===== src/rtl/fp_exec_pkg.sv =====
// Shared types for the FP execution lane pipeline: FU classes, flag width,
// per-stage control word and the class-normalisation helper.
package fp_exec_pkg;

  localparam int unsigned FFLAGS_W = 5;
  localparam int unsigned CLASS_W  = 3;

  typedef enum logic [CLASS_W-1:0] {
    FU_ADD     = 3'd0,
    FU_MUL     = 3'd1,
    FU_FMA     = 3'd2,
    FU_DIVSQRT = 3'd3,
    FU_OTHER   = 3'd4
  } fu_class_e;

  typedef struct packed {
    logic      valid;
    logic      reg_valid;
    fu_class_e cls;
  } pipe_ctrl_t;

  // Codes beyond the implemented result classes fall back to OTHER.
  function automatic fu_class_e norm_class(input logic [CLASS_W-1:0] code,
                                           input int unsigned num_class);
    if (32'(code) >= num_class) return FU_OTHER;
    return fu_class_e'(code);
  endfunction

endpackage


===== src/rtl/al_range_flush_detect.sv =====
// Combinational check of one active-list pointer against a flush range
// [head, tail) that may wrap around the pointer space.
module al_range_flush_detect #(
  parameter int unsigned ALP_W = 6
) (
  input  logic             flush_req,
  input  logic             flush_all,
  input  logic [ALP_W-1:0] head,
  input  logic [ALP_W-1:0] tail,
  input  logic [ALP_W-1:0] alp,
  output logic             flushed
);

  logic in_range;

  // head == tail takes the non-wrapped branch and yields an empty range.
  always_comb begin
    in_range = 1'b0;
    if (head <= tail) in_range = (alp >= head) && (alp < tail);
    else              in_range = (alp >= head) || (alp < tail);
  end

  assign flushed = flush_req & (flush_all | in_range);

endmodule


===== src/rtl/fp_exec_lane_pipe.sv =====
// Multi-lane FP execution pipeline: carries op control/payload through DEPTH
// stages with selective flush, replay detection, div/sqrt handshake and result mux.
module fp_exec_lane_pipe
  import fp_exec_pkg::*;
#(
  parameter int unsigned LANES     = 2,
  parameter int unsigned DEPTH     = 3,
  parameter int unsigned DIV_LANES = 1,
  parameter int unsigned NUM_CLASS = 5,
  parameter int unsigned DATA_W    = 64,
  parameter int unsigned PAY_W     = 48,
  parameter int unsigned ALP_W     = 6
) (
  input  logic                                          clk,
  input  logic                                          rst,
  input  logic                                          stall,
  input  logic                                          clear,
  input  logic [LANES-1:0]                              in_valid,
  input  logic [LANES-1:0]                              in_opnd_ok,
  input  logic [LANES-1:0][CLASS_W-1:0]                 in_class,
  input  logic [LANES-1:0]                              in_replay,
  input  logic [LANES-1:0][ALP_W-1:0]                   in_alp,
  input  logic [LANES-1:0][PAY_W-1:0]                   in_payload,
  input  logic                                          flush_req,
  input  logic                                          flush_all,
  input  logic [ALP_W-1:0]                              flush_head,
  input  logic [ALP_W-1:0]                              flush_tail,
  input  logic [LANES-1:0][NUM_CLASS-1:0][DATA_W-1:0]   fu_data,
  input  logic [LANES-1:0][NUM_CLASS-1:0][FFLAGS_W-1:0] fu_fflags,
  input  logic [DIV_LANES-1:0]                          div_reserved,
  input  logic [DIV_LANES-1:0]                          div_finished,
  output logic [DIV_LANES-1:0]                          div_req,
  output logic [DIV_LANES-1:0]                          div_release,
  output logic [LANES-1:0]                              out_valid,
  output logic [LANES-1:0]                              out_reg_valid,
  output logic [LANES-1:0][DATA_W-1:0]                  out_data,
  output logic [LANES-1:0][FFLAGS_W-1:0]                out_fflags,
  output logic [LANES-1:0][ALP_W-1:0]                   out_alp,
  output logic [LANES-1:0][PAY_W-1:0]                   out_payload,
  output logic [LANES-1:0]                              replay_valid,
  output logic [LANES-1:0][PAY_W-1:0]                   replay_payload,
  output logic [FFLAGS_W-1:0]                           fflags_acc,
  input  logic                                          fflags_clr
);

  typedef struct packed {
    pipe_ctrl_t       ctrl;
    logic [ALP_W-1:0] alp;
    logic [PAY_W-1:0] payload;
  } pipe_reg_t;

  pipe_reg_t                     stage_q  [DEPTH][LANES];
  pipe_reg_t                     stage_in [LANES];
  logic [DEPTH-1:0][LANES-1:0]   flushed;
  logic [FFLAGS_W-1:0]           delivered_flags;
  logic                          unused_replay;

  assign unused_replay = ^in_replay;

  for (genvar d = 0; d < DEPTH; d++) begin : g_stage
    for (genvar l = 0; l < LANES; l++) begin : g_lane
      al_range_flush_detect #(.ALP_W(ALP_W)) u_flush (
        .flush_req (flush_req),
        .flush_all (flush_all),
        .head      (flush_head),
        .tail      (flush_tail),
        .alp       (stage_q[d][l].alp),
        .flushed   (flushed[d][l])
      );
    end
  end

  for (genvar l = 0; l < LANES; l++) begin : g_lane
    fu_class_e           cls;
    logic                reg_valid;
    pipe_reg_t           last;
    pipe_reg_t           s1;
    logic [DATA_W-1:0]   data_sel;
    logic [FFLAGS_W-1:0] flags_sel;

    assign cls  = norm_class(in_class[l], NUM_CLASS);
    assign last = stage_q[DEPTH-1][l];
    assign s1   = stage_q[1][l];

    if (l < DIV_LANES) begin : g_div
      // A div op only has a result once the unit has finished, which is signalled on its replay issue.
      assign reg_valid = (cls == FU_DIVSQRT) ? (in_replay[l] & div_finished[l]) : in_opnd_ok[l];
      assign data_sel  = fu_data[l][last.ctrl.cls];
      assign flags_sel = fu_fflags[l][last.ctrl.cls];
      assign div_req[l] = ~rst & div_reserved[l] & in_valid[l] & (cls == FU_DIVSQRT) & in_opnd_ok[l];
      assign div_release[l] = div_finished[l] & last.ctrl.valid & last.ctrl.reg_valid
                              & (last.ctrl.cls == FU_DIVSQRT);
    end else begin : g_nodiv
      assign reg_valid = in_opnd_ok[l];
      assign data_sel  = (last.ctrl.cls == FU_DIVSQRT) ? '0 : fu_data[l][last.ctrl.cls];
      assign flags_sel = (last.ctrl.cls == FU_DIVSQRT) ? '0 : fu_fflags[l][last.ctrl.cls];
    end

    assign stage_in[l] = '{ctrl: '{valid: in_valid[l], reg_valid: reg_valid, cls: cls},
                           alp: in_alp[l], payload: in_payload[l]};

    assign out_valid[l]      = last.ctrl.valid & ~stall & ~clear & ~flushed[DEPTH-1][l];
    assign out_reg_valid[l]  = last.ctrl.valid & last.ctrl.reg_valid;
    assign out_data[l]       = rst ? '0 : data_sel;
    assign out_fflags[l]     = rst ? '0 : flags_sel;
    assign out_alp[l]        = last.alp;
    assign out_payload[l]    = last.payload;
    assign replay_valid[l]   = s1.ctrl.valid & ~s1.ctrl.reg_valid & ~stall & ~clear & ~flushed[1][l];
    assign replay_payload[l] = s1.payload;
  end

  always_ff @(posedge clk or posedge rst) begin
    if (rst) begin
      for (int unsigned d = 0; d < DEPTH; d++)
        for (int unsigned l = 0; l < LANES; l++)
          stage_q[d][l] <= '0;
    end else if (clear) begin
      for (int unsigned d = 0; d < DEPTH; d++)
        for (int unsigned l = 0; l < LANES; l++) begin
          stage_q[d][l].ctrl.valid     <= 1'b0;
          stage_q[d][l].ctrl.reg_valid <= 1'b0;
        end
    end else if (!stall) begin
      for (int unsigned l = 0; l < LANES; l++)
        stage_q[0][l] <= stage_in[l];
      // Whole word advances; the valid bit is then overridden by the flush check of the source stage.
      for (int unsigned d = 1; d < DEPTH; d++)
        for (int unsigned l = 0; l < LANES; l++) begin
          stage_q[d][l]            <= stage_q[d-1][l];
          stage_q[d][l].ctrl.valid <= stage_q[d-1][l].ctrl.valid & ~flushed[d-1][l];
        end
    end
  end

  always_comb begin
    delivered_flags = '0;
    for (int unsigned l = 0; l < LANES; l++)
      if (out_valid[l] && out_reg_valid[l]) delivered_flags |= out_fflags[l];
  end

  always_ff @(posedge clk or posedge rst) begin
    if (rst)             fflags_acc <= '0;
    else if (fflags_clr) fflags_acc <= '0;
    else                 fflags_acc <= fflags_acc | delivered_flags;
  end

endmodule


===== config.mk =====
export PLATFORM = sky130hd
export DESIGN_NAME = fp_exec_lane_pipe
export DESIGN_NICKNAME = d
export VERILOG_FILES = /design/src/rtl/fp_exec_pkg.sv /design/src/rtl/al_range_flush_detect.sv /design/src/rtl/fp_exec_lane_pipe.sv
export SDC_FILE = /design/constraint.sdc
export NUM_CORES = 1
export LEC_CHECK = 0
export BUFFER_PORTS_ARGS = -buffer_cell sky130_fd_sc_hd__buf_4
export CAP_MARGIN = 15
export CORE_AREA = 3 3 460 462
export DETAILED_ROUTE_END_ITERATION = 7
export DIE_AREA = 0 0 463 465
export GPL_TIMING_DRIVEN = 0
export PLACE_DENSITY = 0.35
export SLEW_MARGIN = 10
export SYNTH_ARGS = -nofsm -noshare
export SYNTH_HDL_FRONTEND = slang
export SYNTH_HIERARCHICAL = 1
export SYNTH_SLANG_ARGS = --single-unit

===== constraint.sdc =====
create_clock -name clk -period 22.6 [get_ports clk]
set_input_delay 2.26 -clock clk [delete_from_list [all_inputs] [get_ports clk]]
set_output_delay 2.26 -clock clk [all_outputs]
set_load 0.02 [all_outputs]

# == Word-level counts from Yosys, hierarchy flattened ==
# Index checks and enable logic that the tools add are counted.
# word_totals
inputBits,831
word_cells,157
register_bits,359
out_inout_bits,355
# op_classes
n_reduce_logical,15
magnitude_cmp,17
mux,37
n_bitwise,53
n_eq_ne,4
# op_table
cell,count
$bmux W64 S3,2
$mux W354,1
$mux W64,5
$mux W5,8
$ge A6 B6 Y1,6
$lt A6 B6 Y1,6
$and A1 B1 Y1,34
$bmux W5 S3,2
$mux W2,6
$mux W3,4
$not A1 Y1,11
$or A5 B5 Y5,2
$eq A3 B2 Y1 const B,3
$mux W1,9
$logic_and A1 B1 Y1,8
$lt A3 B4 Y1 const B,2
$ge A3 B3 Y1 const B,2
$le A6 B6 Y1,1
$logic_or A1 B1 Y1,6
$or A1 B1 Y1,6
$ne A2 B1 Y1 const B,1
$reduce_and A2 Y1,1

# == Logic depth before layout (Yosys ltp) ==
# depth
depth_word,13
mapped_depth,11
depth_no_buf,11

# == Cells and area by module ==
# The synthesis kept the hierarchy.
# by_module_without_submodules
mod,cells_each,seq_area_each_um2,n_inst,area_per_inst_um2
fp_exec_lane_pipe,2241,8983.6,1,20503.4
al_range_flush_detect,53,0.0,6,426.7

# == Worst setup path before layout ==
# Ideal clock, no wire load.
# synth_path
kind,input to output
startpoint,input rst
endpoint,output out_data[82] (netlist name)
path_stages,5
slack_ns,8.885
arrival_time_ns,11.455
path_buffers,2
required_ns,20.340
cell_sequence,inv_1 -> o21ai_2 -> buf_4 -> clkbuf_1 -> nor2_1
# synth_rtl
item,line,text
"start, declared",fp_exec_lane_pipe.sv:15,"input logic rst,"
"end, declared",fp_exec_lane_pipe.sv:36,"output logic [LANES-1:0][DATA_W-1:0] out_data,"

==> impl_results.md <==
* Final hold slack at 0.450 ns
* Final WL at 195000 um
* Yosys warns at 6
* Mapped Area at 23100 um2
* Worst path most repeated cell: buf_4
* Routed len/inst at 29.3 um
* Post-route ant nets at 0
* Cts repair resizes at 0
* Crit Path Class: primary input to primary output
* Final setup violating endpoints at 0
* Max transition margin at 20.5%
* Count of final max-slew check failures at 0
* Number of post-CTS setup repair buffers at 0
* Cell Rows at 167
* Hold buffer count at CTS at 0
* Worst Hold Class: flip-flop to flip-flop
* Initial antenna violation count at 83
* Io pins at 1186
* Seq/Total Area, Yosys at 39.0%
* Placed Area at 35600 um2
* CP Launch Type: primary input
* Peak VDD IR at 0.0509 mV
* Critical Path Max Stage Delay at 0.55 ns
* P per Cell Area at 76.8 nW/um2
* Initial Util at 11.1%
* Vias at 24000
* Total track usage at 17.3%
* Final min period at 7.13 ns
* Final Hold Vio Count at 0
* Cells along the critical path: buf_4 > inv_8 > buf_16 > o21ai_2 > buf_4 > clkbuf_1 > nor2_1 > buf_4
* FMAX at 140 MHz
* Root Driver: clkbuf_16
* Detailed-router iteration count before antenna repair at 6
* Critical Path AT at 4.87 ns
* DR iter-0 viols at 1603
* Syn-to-layout area delta at 61.7%
* CP max FO at 92
* Vias in the first global route at 24900
* Layout cell share with drive strength beyond 1 at 46.0%
* Clock slew at reported path FFs at 0.06 ns
* Switching power total at 1.12 mW
* Post-route DRC at 0
* Netlist cell types at 47
* Worst Max-Slew Pin Slew at 1.18 ns
* Most used DFF post-synth: dfrtp_1
* Crit-path slowest cell: nor2_1
* Final net count at 4730
* Filler cells at 23500
* Required time of the critical path at 20.34 ns
* Hold_sp: stage_q[247]
* First-pass GRT wire length at 250000 um
* Worst-Skew Late Latency at 0.59 ns
* Syn_area_per_cell at 9.01 um2
* Gate power share at 42.9%
* CTS max path bufs at 3
* Detailed placement HPWL at 170000 um
* Post-route cell area at 37300 um2
* Status: completed
* Die area at 215000 um2
* EDFF count, synth at 0
* Fin cells at 6644
* Clock share of power at 28.2%
* Switching share of power at 39.3%
* Critical Path Sink Type: primary output
* Core area at 207000 um2
* Flops & latches, synth at 359
* Die Width at 463 um
* Reg2reg start: out_alp[9]
* Total power at 2.86 mW
* CTS buffer count at 46
* Inst Count DP at 6537
* Clk sinks at 359
* Fraction of registers with async set/reset at 100%
* Via density at 3.61
* Max Cap Violations at 0
* RePlAce Congestion at 0.965
* Largest net degree at the start of global routing at 93
* Crit path launch: rst
* CTS tree: yes
* Port bufs at 1179
* Leakage power at 19.0 nW
* Post-synthesis cell count at 2559
* Die height at 465 um
* Internal power at 1.74 mW
* Sequential share of power at 28.9%
* Post-layout util at 18.0%
* RSZ-0062 raised after global routing: no
* H-tree Lvls at 2
* Mapped Nets at 3492
* Fin Clk Skew at 0.0233 ns
* Part of the cycle the worst path needs at 31.5%
* GRT overflow at 0
## Yosys cell counts (all sizes together), types with 5 or more instances
library cell | number | area share (%)
maj3 | 6 | 0.29
nor2 | 150 | 2.5
a21o | 11 | 0.36
o22ai | 5 | 0.14
a31oi | 6 | 0.33
a32oi | 5 | 0.19
and3 | 6 | 0.16
nand2b | 16 | 0.43
dfrtp | 359 | 39
clkbuf | 41 | 0.67
ha | 102 | 5.5
a22oi | 130 | 5.1
o21a | 24 | 0.78
mux2i | 22 | 0.95
inv | 78 | 1.3
a221o | 5 | 0.22
nor2b | 17 | 0.46
a21oi | 33 | 0.81
o21ai | 21 | 0.47
mux4 | 128 | 12
buf | 317 | 9.6
nand4 | 14 | 0.38
nand3 | 6 | 0.13
nand2 | 1021 | 17
a211o | 12 | 0.46
and4 | 6 | 0.23
## cell families after synthesis
group / share of synthesized area (%)
AND/OR/NAND/NOR: 21.4
buffers and inverters: 11.5
flip-flops: 39.0
AO/OA/AOI/OAI: 8.84
multiplexers: 13.5
adder cells (fa/ha/maj): 5.83
## registers in the layout (all words and copies together), names as in the netlist
name / count
stage_q: 118
replay_payload: 96
out_alp: 12
fflags_acc: 5
out_payload: 96
g_lane.last: 10
g_lane.s1: 22
## power by group through the flow
| stage | clock, mW | sequential [mW] | combinational [mW] |
|---|---|---|---|
| 2_1_floorplan | 0 | 0.797 | 0.624 |
| 3_3_place_gp | 0 | 0.841 | 1.25 |
| 3_5_place_dp | 0 | 0.839 | 1.26 |
| 4_1_cts | 0.843 | 0.830 | 1.27 |
| 5_1_grt | 0.863 | 0.841 | 1.32 |
| 6_report | 0.809 | 0.827 | 1.23 |
## cell usage in the layout, fill, tap and decap left out, types with 5 or more instances in the layout
master     instances
o22ai_1            5
mux4_2           128
maj3_2             6
buf_6              5
a32oi_1            5
a221o_1            5
nor2b_1           17
buf_4           1395
dfrtp_1          359
a21oi_1           27
nor2_1           148
clkbuf_1          49
nand2b_1          16
a21oi_2            6
buf_8              6
nand3_1            6
inv_1             77
o21a_1            24
nand4_1           14
clkbuf_8           6
buf_2             84
nand2_1         1021
mux2i_1           22
a22oi_2           38
a31oi_2            6
and4_1             6
clkbuf_16         47
and3_1             6
diode_2           25
ha_1             102
o21ai_0           14
o21ai_1            6
bufinv_16          7
buf_1              9
a21o_1            11
a22oi_1           92
a211o_1           12
## worst paths after layout
| kind | endpoint | slack, ns | cells past startpoint |
|---|---|---|---|
| worst max-delay path | out_data[89] | 15.47 | 8 |
| worst min-delay path | replay_payload[59] | 0.45 | 2 |
| worst max register to register | fflags_acc[1] | 19.73 | 9 |
| worst min register to register | replay_payload[59] | 0.45 | 2 |
| max in group asynchronous | out_payload[66] | 19.59 | 4 |
| min in group asynchronous | g_lane[0].last[55] | 1.70 | 2 |
## per-stage QoR
stage / setup WS [ns] / setup TNS, ns
6_report: 15.47 / 0
3_3_place_gp: -1.35 / -34.85
4_1_cts: 15.30 / 0
2_1_floorplan: 8.89 / 0
5_1_grt: 15.18 / 0
3_5_place_dp: 15.31 / 0
## routing by layer
metal,wire length [um],global-route usage (%),vias up,share of wire (%)
met5,146,0,-,0.075
met4,7120,5.87,26,3.7
met3,13800,5.13,198,7.1
met2,102000,32.3,957,52
met1,71400,18.6,11900,37
li1,-,-,10900,-
## cell type report
cell class | count | area [um2] | area share (%)
Multi-Input combinational cell | 1764 | 11400 | 30.6
Timing Repair Buffer | 1190 | 9060 | 24.3
Sequential cell | 359 | 8980 | 24.1
Tap cell | 2788 | 3490 | 9.35
Buffer | 358 | 2360 | 6.33
Clock buffer | 62 | 1290 | 3.47
Clock inverter | 20 | 320 | 0.859
Inverter | 78 | 300 | 0.805
Antenna cell | 25 | 62.6 | 0.168
## critical path: cells and delay by family
kind	cells	cell delay [ns]
and+or+nand+nor	1	0.55
buffers and inverters	6	1.64
AOI/OAI and AO/OA	1	0.29
Power figures use the tool's default switching activity.
